[src/rtl/cpu_core_p.sv]
// cpu_core_p: parametrised multi-cycle CPU core (FETCH/EXEC/WB) with zero/carry
// flags, JMP/JZ/MOV/HALT and a program-load port usable while idle or halted.
module cpu_core_p #(
  parameter int DW    = 6,
  parameter int RA_W  = 3,
  parameter int IM_AW = 3,
  localparam int IW   = 4 + 2*RA_W + DW
) (
  input  logic             clk,
  input  logic             rst,
  input  logic             prog_we,
  input  logic [IM_AW-1:0] prog_addr,
  input  logic [IW-1:0]    prog_data,
  input  logic             run,
  input  logic [RA_W-1:0]  dbg_ra,
  output logic [DW-1:0]    dbg_rd,
  output logic [IM_AW-1:0] pc,
  output logic [1:0]       state,
  output logic             halted,
  output logic [DW-1:0]    result,
  output logic             zf,
  output logic             cf
);
  localparam int NR = 2**RA_W;
  localparam int NI = 2**IM_AW;

  localparam logic [2:0] OP_ADD  = 3'b000;
  localparam logic [2:0] OP_SUB  = 3'b001;
  localparam logic [2:0] OP_AND  = 3'b010;
  localparam logic [2:0] OP_OR   = 3'b011;
  localparam logic [2:0] OP_JMP  = 3'b100;
  localparam logic [2:0] OP_JZ   = 3'b101;
  localparam logic [2:0] OP_MOV  = 3'b110;
  localparam logic [2:0] OP_HALT = 3'b111;

  typedef enum logic [1:0] {
    S_IDLE  = 2'd0,
    S_FETCH = 2'd1,
    S_EXEC  = 2'd2,
    S_WB    = 2'd3
  } state_t;

  state_t           state_q, state_d;
  logic             halted_q, halted_d;
  logic [IM_AW-1:0] pc_q, pc_d;
  logic [IW-1:0]    ir_q, ir_d;
  logic [DW-1:0]    alu_q, alu_d;
  logic             carry_q, carry_d;
  logic [DW-1:0]    result_q, result_d;
  logic             zf_q, zf_d;
  logic             cf_q, cf_d;
  logic [DW-1:0]    regs_q [NR];
  logic [IW-1:0]    imem_q [NI];
  logic             reg_we;
  logic             imem_we;

  logic [2:0]       op;
  logic             imm_sel;
  logic [RA_W-1:0]  rd, rs;
  logic [DW-1:0]    imm, opa, opb, alu_res;
  logic             alu_c;
  logic [DW:0]      sum_ext, diff_ext;
  logic [IM_AW-1:0] pc_inc, jmp_tgt;

  assign op       = ir_q[IW-1 -: 3];
  assign imm_sel  = ir_q[IW-4];
  assign rd       = ir_q[IW-5 -: RA_W];
  assign rs       = ir_q[IW-5-RA_W -: RA_W];
  assign imm      = ir_q[DW-1:0];
  assign opa      = regs_q[rd];
  assign opb      = imm_sel ? imm : regs_q[rs];
  assign sum_ext  = {1'b0, opa} + {1'b0, opb};
  assign diff_ext = {1'b0, opa} - {1'b0, opb};
  assign pc_inc   = pc_q + IM_AW'(1);
  assign jmp_tgt  = imm[IM_AW-1:0];

  // Top bit of the extended difference is the borrow (A < B).
  always_comb begin
    alu_res = opb;
    alu_c   = cf_q;
    case (op)
      OP_ADD:  begin alu_res = sum_ext[DW-1:0];  alu_c = sum_ext[DW];  end
      OP_SUB:  begin alu_res = diff_ext[DW-1:0]; alu_c = diff_ext[DW]; end
      OP_AND:  begin alu_res = opa & opb;        alu_c = 1'b0;         end
      OP_OR:   begin alu_res = opa | opb;        alu_c = 1'b0;         end
      default: ;
    endcase
  end

  always_comb begin
    state_d  = state_q;
    halted_d = halted_q;
    pc_d     = pc_q;
    ir_d     = ir_q;
    alu_d    = alu_q;
    carry_d  = carry_q;
    result_d = result_q;
    zf_d     = zf_q;
    cf_d     = cf_q;
    reg_we   = 1'b0;
    imem_we  = prog_we && (state_q == S_IDLE);
    case (state_q)
      S_IDLE: if (!halted_q && run) state_d = S_FETCH;
      S_FETCH: begin
        ir_d    = imem_q[pc_q];
        state_d = S_EXEC;
      end
      S_EXEC: begin
        case (op)
          OP_JMP: begin
            pc_d    = jmp_tgt;
            state_d = run ? S_FETCH : S_IDLE;
          end
          OP_JZ: begin
            pc_d    = zf_q ? jmp_tgt : pc_inc;
            state_d = run ? S_FETCH : S_IDLE;
          end
          OP_HALT: begin
            halted_d = 1'b1;
            state_d  = S_IDLE;
          end
          default: begin
            alu_d   = alu_res;
            carry_d = alu_c;
            state_d = S_WB;
          end
        endcase
      end
      S_WB: begin
        reg_we   = 1'b1;
        result_d = alu_q;
        zf_d     = (alu_q == '0);
        cf_d     = carry_q;
        pc_d     = pc_inc;
        state_d  = run ? S_FETCH : S_IDLE;
      end
      default: state_d = S_IDLE;
    endcase
  end

  always_ff @(posedge clk or posedge rst) begin
    if (rst) begin
      state_q  <= S_IDLE;
      halted_q <= 1'b0;
      pc_q     <= '0;
      ir_q     <= '0;
      alu_q    <= '0;
      carry_q  <= 1'b0;
      result_q <= '0;
      zf_q     <= 1'b0;
      cf_q     <= 1'b0;
    end else begin
      state_q  <= state_d;
      halted_q <= halted_d;
      pc_q     <= pc_d;
      ir_q     <= ir_d;
      alu_q    <= alu_d;
      carry_q  <= carry_d;
      result_q <= result_d;
      zf_q     <= zf_d;
      cf_q     <= cf_d;
    end
  end

  always_ff @(posedge clk or posedge rst) begin
    if (rst) begin
      for (int i = 0; i < NR; i++) regs_q[i] <= '0;
    end else if (reg_we) begin
      regs_q[rd] <= alu_q;
    end
  end

  // Program memory survives reset on purpose: a reset re-runs the loaded program.
  always_ff @(posedge clk) begin
    if (imem_we) imem_q[prog_addr] <= prog_data;
  end

  assign dbg_rd = regs_q[dbg_ra];
  assign pc     = pc_q;
  assign state  = state_q;
  assign halted = halted_q;
  assign result = result_q;
  assign zf     = zf_q;
  assign cf     = cf_q;
endmodule
[config.mk]
export PLATFORM = sky130hd
export DESIGN_NAME = cpu_core_p
export DESIGN_NICKNAME = d
export VERILOG_FILES = /design/src/rtl/cpu_core_p.sv
export SDC_FILE = /design/constraint.sdc
export NUM_CORES = 1
export LEC_CHECK = 0
export BUFFER_PORTS_ARGS = -buffer_cell sky130_fd_sc_hd__buf_2
export CAP_MARGIN = 20
export CORE_MARGIN = 2
export CORE_UTILIZATION = 65
export DETAILED_ROUTE_END_ITERATION = 8
export PLACE_DENSITY = 0.86
export SYNTH_ARGS = -nofsm -noshare
export SYNTH_HDL_FRONTEND = slang
export SYNTH_SLANG_ARGS = --single-unit
[constraint.sdc]
create_clock -name clk -period 7.1 [get_ports clk]
set_input_delay 0 -clock clk [delete_from_list [all_inputs] [get_ports clk]]
set_output_delay 0 -clock clk [all_outputs]
set_load 0.005 [all_outputs]
Word-level counts from Yosys, hierarchy flattened
Memories as Yosys holds them, arrays and structs flattened. A register that Yosys moved wholly into a read port is not among the register bits.
Index checks and enable logic that the tools add are counted.
Cells by class
  reduce and logical (&&, ||, !) cells: 14
  mux-type cells: 25
  $add $sub $neg: 3
  equal/unequal tests: 11
  bitwise operators: 6
  $lt $le $gt $ge: 4
Operators with widths (number)
  $bmux 6 s3: 3
  $bwmux 48: 1
  $mux 6: 8
  $pmux 6 s4: 1
  $demux 6 s3: 1
  $ge 4x4->1 const B: 3
  $not 3->4: 3
  $pmux 3 s2: 2
  $eq 3x3->1 const B: 3
  $pmux 2 s4: 1
  $add 6x6->7: 1
  $sub 6x6->7: 1
  $and 6x6->6: 1
  $eq 3x2->1 const B: 2
  $logic_not 6->1: 1
  $or 6x6->6: 1
  $reduce_and 2->1: 3
  $eq 2x2->1 const B: 2
  $lt 4x1->1 const B: 1
  $mux 1: 4
  $pmux 2 s2: 1
  $reduce_or 2->1: 2
  $add 3x1->3 const B: 1
  $eq 3x1->1 const B: 1
  13 further kinds: 15
Word-level totals
  memories kept: 1
  input port bits: 26
  word-level logic and storage cells: 80
  output and inout bits: 20
  register bits: 69
  bits in writable memories: 128
Memory list
  imem_q: depth 8, bits a word 16, read ports 1, clocked after Yosys merged registers in 1, write ports 1, line 53  | logic [IW-1:0] imem_q [NI];

Depth between registers and ports, before layout
Gate-level depths: netlist of run 1.
  word-level depth: 7
  gate-level depth with buffers: 15
  mapped depth without buffers: 13

Worst setup path before layout of run 1
No wires, ideal clock.
  path type: register to register
  start point: register ir_q[6], read port of imem_q
  end point: register carry_q
  cell stages (with the launch flop): 13
  clock period less this slack: 3.129 ns
  required time: 6.974 ns
  setup slack: 3.971 ns
  setup time: 0.126 ns
  buffers on the path: 1
  arrival: 3.003 ns
  cells stage by stage: dfrtp_1 > buf_6 > mux4_1 > mux2_2 > mux2i_4 > inv_1 > ha_1 > fa_1 > nor3b_1 > a211o_1 > nand3_1 > a21oi_1 > o32a_1
Between the ends
  word-level cells in the longest chain between the ends: 7
  elaborated cells between the ends (all ways): 8
  those cells by class: 2 x add/sub; 5 x mux; 1 x bitwise
Ends and longest elaborated chain
  from (decl): line 46  | logic [IW-1:0] ir_q, ir_d;
  $not 3->4 (implied by the code) *: line 71  | assign opb = imm_sel ? imm : regs_q[rs];
  $bmux 6 s3 *: line 71
  $mux 6 (implied by the code) * (2 in series): line 71
  $mux 6 *: line 71
  $sub 6x6->7 / $add 6x6->7 (equally long branches): line 73, 72
  $pmux 1 s3 *: line 81  | case (op)
  to (signal assigned): line 158  | carry_q <= carry_d;
  to (decl): line 48  | logic carry_q, carry_d;
Mark *: on every way between the ends. The rest lies on a longest branch, timed or not. The select of a mux whose other input is x is not followed.
A chain may end at the register's enable or synchronous reset.

Final worst setup path of run 1
Ends and elaborated chain as after synthesis.

==> flow_summary.json, run 1 <==
{
  "ctsLongestPathBuffers": 3,
  "arrival_ps": 4090,
  "hp-class": "primary input to register",
  "gr-total-overflow": 0,
  "slowest_stage": "dfrtp_1",
  "setup_viol": 0,
  "vias": 6299,
  "ys_ff_latch": 213,
  "dp_hpwl_um": 14500,
  "worstSkewPairLatency_ps": 520,
  "async_flop_share_pct": 39.9,
  "hold_viol": 0,
  "antenna_cells": 0,
  "ios": 46,
  "die_x_um": 130,
  "postSynthAreaPerCell_um2": 15.0,
  "antenna_left": 0,
  "synth_cell_type_count": 55,
  "cts_tree": "yes",
  "grt_pass1_wl_um": 36300,
  "numCtsBuffers": 22,
  "synth_area_um2": 10300,
  "critPathMaxFanout": 10,
  "grt_usage_pct": 29.0,
  "wl_per_cell_um": 24.1,
  "synth_top_area_cell": "edfxtp_1",
  "swShare_pct": 37.2,
  "fin_cells": 965,
  "drive_gt1_share_pct": 30.1,
  "cts_setup_buffers": 0,
  "drc": 0,
  "synth.most_common_cell": "edfxtp_1",
  "core.rowCount": 45,
  "maxCapViolCount": 0,
  "synth_edf_count": 128,
  "synth.top_cell.area_share_pct": 37.4,
  "cp-end-kind": "register",
  "power_mw": 5.44,
  "path_clk_slew_ps": 60,
  "outcome": "finished, final reports clean",
  "port_buffers": 45,
  "relSlewSlack_pct": 27.5,
  "critPathRequiredTime_ps": 7490,
  "slowest_delay_ps": 680,
  "syn-num-nets": 731,
  "drtIter0Drc": 665,
  "peakVddDrop_uv": 261,
  "pwr-share-seq_pct": 36.8,
  "grt_pass1_vias": 6429,
  "fin_setup_tns_ps": 0,
  "worst_pin_slew_ps": 1080,
  "clock-root-buffer": "clkbuf_16",
  "synth_area_leaders": "edfxtp_1 37%, dfrtp_1 21%, mux4_2 12%",
  "die_area_um2": 16800,
  "startpoint_type": "register",
  "viasPerCell": 6.53,
  "synthToLayoutAreaGrowth_pct": 13.1,
  "h-tree-depth": 1,
  "die_h_um": 130,
  "fmax_mhz": 271,
  "rsz0062_at_grt": "false",
  "placed_cells": 907,
  "yosysSeqAreaShare_pct": 58.2,
  "nNetsFinal": 787,
  "p_int_mw": 3.41,
  "pwr-share-comb_pct": 41.4,
  "syn-instance-count": 683,
  "dp_slack_ps": 3530,
  "period_minus_slack_ps": 3700,
  "netlist_top_cells_count": "128 x edfxtp_1, 85 x dfrtp_1, 74 x mux2_2",
  "antenna_found_initial": 0,
  "p_clk_share_pct": 21.8,
  "period_share_pct": 52.1,
  "powerDensity_nw_per_um2": 468,
  "path_delay_family": "multiplexers",
  "synthFlopType": "edfxtp_1",
  "finalWeightedCongestion": 1.01,
  "cp.buffers_inverters": 1,
  "grt_max_degree": 46,
  "setup_slack_ps": 3400,
  "switchingPower_mw": 2.02,
  "clock-sinks": 213,
  "drtPass1Iterations": 5,
  "start_util_pct": 67.0,
  "coreArea_um2": 15300,
  "criticalPathCategory": "register to register",
  "leakagePower_nw": 4.47,
  "utilization_pct": 75.8,
  "skew_ps": 18.5,
  "slew_viol_final": 0,
  "ys_warn_count": 0,
  "wl_um": 23300,
  "cp_cell_sequence": "mux4_1 -> mux2_2 -> mux2i_4 -> inv_1 -> ha_1 -> fa_1 -> nor3b_1 -> a211o_1 -> nand3_1 -> a21oi_1 -> o32a_1"
}
logic make-up after synthesis:
| family | after synthesis | share of synthesized area (%) |
|---|---|---|
| flops | 213 | 58.2 |
| mux | 165 | 24.6 |
| simple gates | 133 | 6.34 |
| compound gates | 82 | 5.09 |
| buf+inv | 65 | 2.68 |
| fa+ha+maj | 22 | 2.83 |
| xor+xnor | 3 | 0.256 |
area by class of cell:
type                            count  area [µm²]
Sequential cell                   213        5970
Timing Repair Buffer               77         518
Tap cell                          211         264
Multi-Input combinational cell    405        4030
Clock inverter                     13         184
Clock buffer                       26         566
Fill cell                         891        3700
Inverter                           20        76.3
flip-flops by register name, indices dropped and copies added (netlist names):
name,cells
regs_q,48
pc,3
ir_q,16
state,2
halted,1
cf,1
result,6
zf,1
alu_q,6
imem_q,128
carry_q,1
repair_timing:
action | CTS | global route
hold buffers | 18 | 0
endpoints found under the hold margin | 173 | 0
resized for setup | 0 | 0
power by group through the flow:
stage	clock network, mW	registers (mW)	logic [mW]
after global placement	0	1.99	2.10
after global routing	1.25	2.04	2.44
final	1.19	2.00	2.25
after floorplan	0	1.72	1.90
after detailed placement	0	2.01	2.18
after CTS	1.20	1.99	2.22
worst reg2reg max path: stages, from the launching register on:
cell and delay, ps:
dfrtp_1 680, mux4_1 630, mux2_2 300, mux2i_4 170, inv_1 90, ha_1 250
fa_1 440, nor3b_1 160, a211o_1 280, nand3_1 130, a21oi_1 100, o32a_1 340
stage by stage:
step / cell area [µm²] / hold WS (ps)
floorplan: 10300 / 98.9
global placement: 10700 / 138
detailed placement: 10700 / 158
CTS: 11600 / 58.5
global route: 11600 / 102
finish: 11600 / 101
path summary, 6_finish.rpt:
kind | from | to | slack, ps | cells after the start
worst max-delay path | ir_q[6]$_DFFE_PP0N_ | carry_q$_DFFE_PP0P_ | 3400 | 11
worst min-delay path | prog_addr[2] | imem_q[0][14]$_DFFE_PP_ | 100 | 3
worst max register to register | ir_q[6]$_DFFE_PP0N_ | carry_q$_DFFE_PP0P_ | 3400 | 11
worst min register to register | result[2]$_DFFE_PP0P_ | result[2]$_DFFE_PP0P_ | 500 | 1
max in group asynchronous | rst | pc[0]$_DFFE_PP0P_ | 5930 | 4
min in group asynchronous | rst | result[0]$_DFFE_PP0P_ | 160 | 3
metal layers:
metal	track usage [%]	wire length, µm	share of wire (%)	vias up
li1	-	-	-	2740
met1	37.8	9020	39	3220
met2	50.8	12100	52	282
met3	4.38	1300	5.6	57
met4	9.55	843	3.6	0
met5	0	0	0	-
layout by cell type (no fill, tap or decap), drive strengths merged, types with 2 or more instances in the layout:
| cell type | instances |
|---|---|
| mux2 | 74 |
| bufinv | 4 |
| nand2 | 44 |
| mux4 | 59 |
| o22ai | 4 |
| mux2i | 32 |
| xnor2 | 3 |
| dfrtp | 85 |
| o22a | 4 |
| nand3 | 4 |
| or3 | 7 |
| inv | 19 |
| a21oi | 15 |
| fa | 2 |
| edfxtp | 128 |
| o211ai | 4 |
| o31ai | 2 |
| a31oi | 2 |
| nor2 | 33 |
| nor3 | 14 |
| nor3b | 4 |
| buf | 59 |
| clkbuf | 26 |
| a211oi | 7 |
| dlygate4sd3 | 18 |
| nand2b | 7 |
| o221ai | 4 |
| ha | 20 |
| o21ai | 29 |
| nor2b | 9 |
| or4 | 2 |
| and2 | 3 |
| clkinv | 10 |
Power figures use the tool's default switching activity.
==> run 2: changes to the inputs <==
--- a/config.mk
+++ b/config.mk
@@ -8,9 +8,9 @@
 export BUFFER_PORTS_ARGS = -buffer_cell sky130_fd_sc_hd__buf_2
 export CAP_MARGIN = 20
 export CORE_MARGIN = 2
-export CORE_UTILIZATION = 65
+export CORE_UTILIZATION = 62
 export DETAILED_ROUTE_END_ITERATION = 8
-export PLACE_DENSITY = 0.86
+export PLACE_DENSITY = 0.82
 export SYNTH_ARGS = -nofsm -noshare
 export SYNTH_HDL_FRONTEND = slang
 export SYNTH_SLANG_ARGS = --single-unit
==> constraint.sdc (replaced) <==
create_clock -name clk -period 3.7 [get_ports clk]
set_input_delay 0 -clock clk [delete_from_list [all_inputs] [get_ports clk]]
set_output_delay 0 -clock clk [all_outputs]
set_load 0.005 [all_outputs]
==> run 2 against run 1 <==
Register-to-register slack lost 3100 ps. Critical path type unchanged. Maximum frequency grew 10%. Critical endpoint unchanged. Clock skew shrank 5.3 ps. Largest cell class unchanged. Highest routed layer unchanged.
==> flow_summary.json, run 2 (same netlist as run 1, synthesis figures left out) <==
{
  "outcome": "finished, final reports clean",
  "cts-resized-gates": 0,
  "slew_viol_final": 0,
  "antenna_left": 0,
  "synthToLayoutAreaGrowth_pct": 13.4,
  "period_share_pct": 90.8,
  "fin_setup_tns_ps": 0,
  "slowest_stage": "dfrtp_1",
  "die_area_um2": 17600,
  "startpoint_type": "register",
  "dp_hpwl_um": 15100,
  "cp-end-kind": "register",
  "grt_pass1_vias": 6589,
  "grt_pass1_wl_um": 36900,
  "coreArea_um2": 16400,
  "die_x_um": 133,
  "rrSetupSlack_ps": 340,
  "top_register": "imem_q",
  "wl_um": 23400,
  "drc": 0,
  "powerDensity_nw_per_um2": 890,
  "viasPerCell": 6.39,
  "arrival_ps": 3810,
  "vias": 6306,
  "peakVddDrop_uv": 493,
  "skew_ps": 13.2,
  "slowest_delay_ps": 700,
  "wl_per_cell_um": 23.7,
  "relSlewSlack_pct": 25.4,
  "ios": 46,
  "start_util_pct": 62.6,
  "largest_reg_flops": 128,
  "clock-root-buffer": "clkbuf_16",
  "critPathRequiredTime_ps": 4150,
  "worstSkewPairLatency_ps": 530,
  "core.rowCount": 47,
  "antenna_found_initial": 0,
  "final_cell_mix": "128 x edfxtp_1, 84 x dfrtp_1, 74 x mux2_2",
  "grt_usage_pct": 27.6,
  "drive_gt1_share_pct": 31.2,
  "finalWeightedCongestion": 0.935,
  "layout_commonest_cell": "edfxtp_1",
  "hold_viol": 0,
  "hp-class": "primary input to register",
  "cp_cell_sequence": "mux2_2 -> o22a_1 -> o211a_1 -> inv_1 -> ha_1 -> inv_1 -> fa_1 -> a21o_1 -> a21oi_1 -> o21bai_1 -> a211oi_1 -> o32a_1",
  "drtPass1Iterations": 6,
  "cts_tree": "yes",
  "p_clk_share_pct": 20.0,
  "criticalPathCategory": "register to register",
  "p_int_mw": 6.42,
  "cpMostUsedCell": "inv_1",
  "reg.largest.list": "imem_q (128), regs_q (48), ir_q (16)",
  "die_h_um": 133,
  "leakagePower_nw": 4.49,
  "grt_max_degree": 52,
  "cts-hold-fix-buffers": 18,
  "setup_viol": 0,
  "drtIter0Drc": 506,
  "ctsLongestPathBuffers": 3,
  "multi_input_area_um2": 4030,
  "nNetsFinal": 798,
  "port_buffers": 45,
  "cts_setup_buffers": 0,
  "n_fill_cell": 1002,
  "power_mw": 10.4,
  "fmax_mhz": 298,
  "swShare_pct": 38.1,
  "clock-sinks": 213,
  "setup_slack_ps": 340,
  "pwr-share-comb_pct": 43.2,
  "dp_slack_ps": 400,
  "seqCellArea_um2": 5970,
  "antenna_cells": 0,
  "numCtsBuffers": 23,
  "maxCapViolCount": 0,
  "rsz0062_at_grt": "false",
  "worst_pin_slew_ps": 1120,
  "critPathMaxFanout": 16,
  "switchingPower_mw": 3.94,
  "path_clk_slew_ps": 60,
  "pwr-share-seq_pct": 36.7,
  "gr-total-overflow": 0,
  "h-tree-depth": 1,
  "period_minus_slack_ps": 3360
}
-- run 2: power groups by stage --
| stage | combinational (mW) | sequential, mW | clock [mW] |
|---|---|---|---|
| final | 4.48 | 3.81 | 2.08 |
| after global routing | 4.87 | 3.88 | 2.21 |
| after CTS | 4.41 | 3.78 | 2.11 |
| after detailed placement | 4.36 | 3.82 | 0 |
| after global placement | 4.23 | 3.78 | 0 |
| after floorplan | 3.64 | 3.29 | 0 |
-- run 2: through the flow --
step	hold slack, ps	std cells	instance area [µm²]	utilization [%]
2_1_floorplan	98.9	683	10300	-
3_3_place_gp	183	926	10800	65.5
3_5_place_dp	193	926	10800	65.5
4_1_cts	70.6	986	11600	70.8
5_1_grt	98.5	987	11600	71.0
6_report	87.2	987	11600	71.0
-- run 2: path summary, 6_finish.rpt --
check                                      start                 endpoint  cells after the start
max                         ir_q[10]$_DFFE_PP0N_      carry_q$_DFFE_PP0P_                     12
min                                 prog_addr[2]  imem_q[1][14]$_DFFE_PP_                      3
max reg2reg                 ir_q[10]$_DFFE_PP0N_      carry_q$_DFFE_PP0P_                     12
min reg2reg                result[2]$_DFFE_PP0P_    result[2]$_DFFE_PP0P_                      1
max in group asynchronous                    rst     alu_q[4]$_DFFE_PP0P_                      4
min in group asynchronous                    rst   regs_q[44]$_DFFE_PP0P_                      3
-- run 2: area by class of cell --
cell class,instances,share of cell area (%)
sequential,213,51.3
clock buffer,31,5.20
inverter,20,0.656
tap,220,2.36
timing repair buffer,87,5.20
multi-input combinational,405,34.6
clock inverter,11,0.656
-- run 2: worst max-delay path: cells and delay by family (launching register included) --
kind	cells	cell delay [ps]
buf+inv	2	160
fa+ha+maj	2	630
compound gates	7	1410
flops	1	700
mux	1	400
-- run 2: routing by layer --
metal / up-vias / GRT usage, % / wire (µm)
li1: 2764 / - / -
met1: 3221 / 35.1 / 8810
met2: 254 / 47.6 / 12200
met3: 67 / 4.71 / 1410
met4: 0 / 11.2 / 993
met5: - / 0 / 0
==> run 3: changes to the inputs <==
--- a/config.mk
+++ b/config.mk
@@ -11,6 +11,7 @@
 export CORE_UTILIZATION = 62
 export DETAILED_ROUTE_END_ITERATION = 8
 export PLACE_DENSITY = 0.82
+export SLEW_MARGIN = 10
 export SYNTH_ARGS = -nofsm -noshare
 export SYNTH_HDL_FRONTEND = slang
 export SYNTH_SLANG_ARGS = --single-unit
==> constraint.sdc (replaced) <==
create_clock -name clk -period 3.7 [get_ports clk]
set_input_delay 0.185 -clock clk [delete_from_list [all_inputs] [get_ports clk]]
set_output_delay 0.185 -clock clk [all_outputs]
set_load 0.005 [all_outputs]
==> run 3 against run 2 <==
Via count about the same. Cell area up 0.24%. Highest routed layer unchanged. Largest cell class unchanged. Worst setup slack worse by 32 ps. Critical endpoint unchanged. Clock power up 6%. Global-route usage up 0.43 points.
==> flow_summary.json, run 3 (same netlist as run 1, synthesis figures left out) <==
{
  "rsz0062_at_grt": "false",
  "ctsLongestPathBuffers": 3,
  "start_util_pct": 62.6,
  "skew_ps": 9.59,
  "r2r_end": "carry_q$_DFFE_PP0P_",
  "port_buffers": 45,
  "cp-end-kind": "register",
  "setup_viol": 0,
  "viasPerCell": 6.40,
  "h-tree-depth": 1,
  "startpoint_type": "register",
  "r2r_cells": 13,
  "wl_per_cell_um": 24.1,
  "m1WireLength_um": 8880,
  "grt_max_degree": 45,
  "slowest_stage": "dfrtp_1",
  "path_clk_slew_ps": 60,
  "cts_tree": "yes",
  "clock-root-buffer": "clkbuf_16",
  "arrival_ps": 3840,
  "antenna_found_initial": 0,
  "dp_hpwl_um": 14900,
  "critPathRequiredTime_ps": 4150,
  "drc": 0,
  "finalWeightedCongestion": 0.936,
  "maxCapViolCount": 0,
  "slowest_delay_ps": 710,
  "wl_met3_um": 1570,
  "p_clk_share_pct": 21.1,
  "criticalPathCategory": "register to register",
  "utilization_pct": 71.1,
  "leakagePower_nw": 4.51,
  "p_int_mw": 6.53,
  "slew_viol_final": 0,
  "top_register": "imem_q",
  "gr-total-overflow": 0,
  "rrSetupSlack_ps": 310,
  "fin_cells": 986,
  "pwr-share-comb_pct": 42.4,
  "critPathLaunch": "ir_q[10]$_DFFE_PP0N_",
  "vias": 6310,
  "powerDensity_nw_per_um2": 893,
  "cts_setup_buffers": 0,
  "reg.largest.list": "imem_q (128), regs_q (48), ir_q (16)",
  "placed_cells": 926,
  "nNetsFinal": 798,
  "relSlewSlack_pct": 28.9,
  "layout_commonest_cell": "edfxtp_1",
  "core.rowCount": 47,
  "hp-class": "primary input to register",
  "n_fill_cell": 1035,
  "peakVddDrop_uv": 553,
  "grt_usage_pct": 28.0,
  "wl_um": 23700,
  "hold_viol": 0,
  "period_minus_slack_ps": 3390,
  "antenna_cells": 0,
  "drtPass1Iterations": 5,
  "worstSkewPairLatency_ps": 510,
  "synthToLayoutAreaGrowth_pct": 13.7,
  "r2r_start": "ir_q[10]$_DFFE_PP0N_",
  "final_cell_mix": "128 x edfxtp_1, 84 x dfrtp_1, 74 x mux2_2",
  "critPathMaxFanout": 16,
  "switchingPower_mw": 3.90,
  "drtIter0Drc": 503,
  "die_h_um": 133,
  "swShare_pct": 37.4,
  "fin_setup_tns_ps": 0,
  "antenna_left": 0,
  "hp-start": "prog_addr[2]",
  "endpoint": "carry_q$_DFFE_PP0P_",
  "period_share_pct": 91.7,
  "numCtsBuffers": 23,
  "cpMostUsedCell": "inv_1",
  "coreArea_um2": 16400,
  "worst_pin_slew_ps": 1070,
  "largest_reg_flops": 128,
  "grt_pass1_wl_um": 37600,
  "grt_pass1_vias": 6711,
  "cp_cell_sequence": "mux2_2 -> o22ai_1 -> nand2_1 -> o211a_1 -> inv_1 -> ha_1 -> inv_1 -> fa_1 -> a21o_1 -> a21oi_1 -> o21bai_1 -> a211oi_1 -> o32a_1",
  "die_area_um2": 17600,
  "die_x_um": 133,
  "pwr-share-seq_pct": 36.5,
  "drive_gt1_share_pct": 31.2,
  "dr_wl_met2_um": 12300,
  "clock-sinks": 213,
  "fmax_mhz": 295,
  "ios": 46,
  "routed.top_layer": "met4",
  "outcome": "finished, final reports clean"
}
## run 3: cell count changes in the layout (fill, tap and decap cells not counted)
cell,change
buf_8,+1
clkinvlp_4,-1
buf_16,-1
clkbuf_1,-1
bufinv_16,+2
inv_6,-1
## run 3: power groups by stage
stage          Combinational [mW]  Clock (mW)  Sequential [mW]
2_1_floorplan                3.64           0             3.29
3_3_place_gp                 4.23           0             3.78
3_5_place_dp                 4.33           0             3.82
4_1_cts                      4.39        2.23             3.78
5_1_grt                      4.85        2.34             3.87
6_report                     4.42        2.20             3.80
## run 3: cell type report
cell class              count  area (µm²)  area share, %
flip-flops and latches    213        5970           51.2
multi-input cells         405        4030           34.5
clock buffers              30         602           5.16
repair buffers             87         593           5.08
well taps                 220         275           2.36
clock inverters            11         120           1.03
inverters                  20        76.3          0.654
## run 3: metal layers
layer,track usage (%),up-vias
met1,35.1,3209
met3,5.13,67
met5,0,-
met4,12.2,0
li1,-,2761
met2,48.2,273
## run 3: worst max-delay path, delay by kind of cell (launching register included)
family                   cells  cell delay (ps)
multiplexers                 1              410
AO/OA/AOI/OAI                7             1350
adder cells (fa/ha/maj)      2              620
AND/OR/NAND/NOR              1               90
flip-flops                   1              710
buffers and inverters        2              160
## run 3: worst min path at each step
stage                              endpoint  slack, ps  cells after the start
floorplan            imem_q[0][0]$_DFFE_PP_        280                      0
global route         imem_q[1][1]$_DFFE_PP_        300                      3
CTS                 imem_q[1][15]$_DFFE_PP_        270                      3
detailed placement   regs_q[44]$_DFFE_PP0P_        320                      2
finish               imem_q[1][1]$_DFFE_PP_        290                      3
global placement     regs_q[44]$_DFFE_PP0P_        320                      2
## run 3: timing repair
action | 4_1_cts | 5_1_grt
resized for setup | 0 | 0
hold endpoints to repair | 172 | 0
hold buffers | 18 | 0
## run 3: per-stage QoR
stage / hold slack (ps) / setup WS [ps] / area, µm² / power [mW]
after floorplan: 284 / 571 / 10300 / 6.93
after global placement: 321 / 500 / 10800 / 8.01
after detailed placement: 320 / 410 / 10800 / 8.15
after CTS: 268 / 385 / 11700 / 10.4
after global routing: 300 / 120 / 11700 / 11.1
final: 291 / 308 / 11700 / 10.4
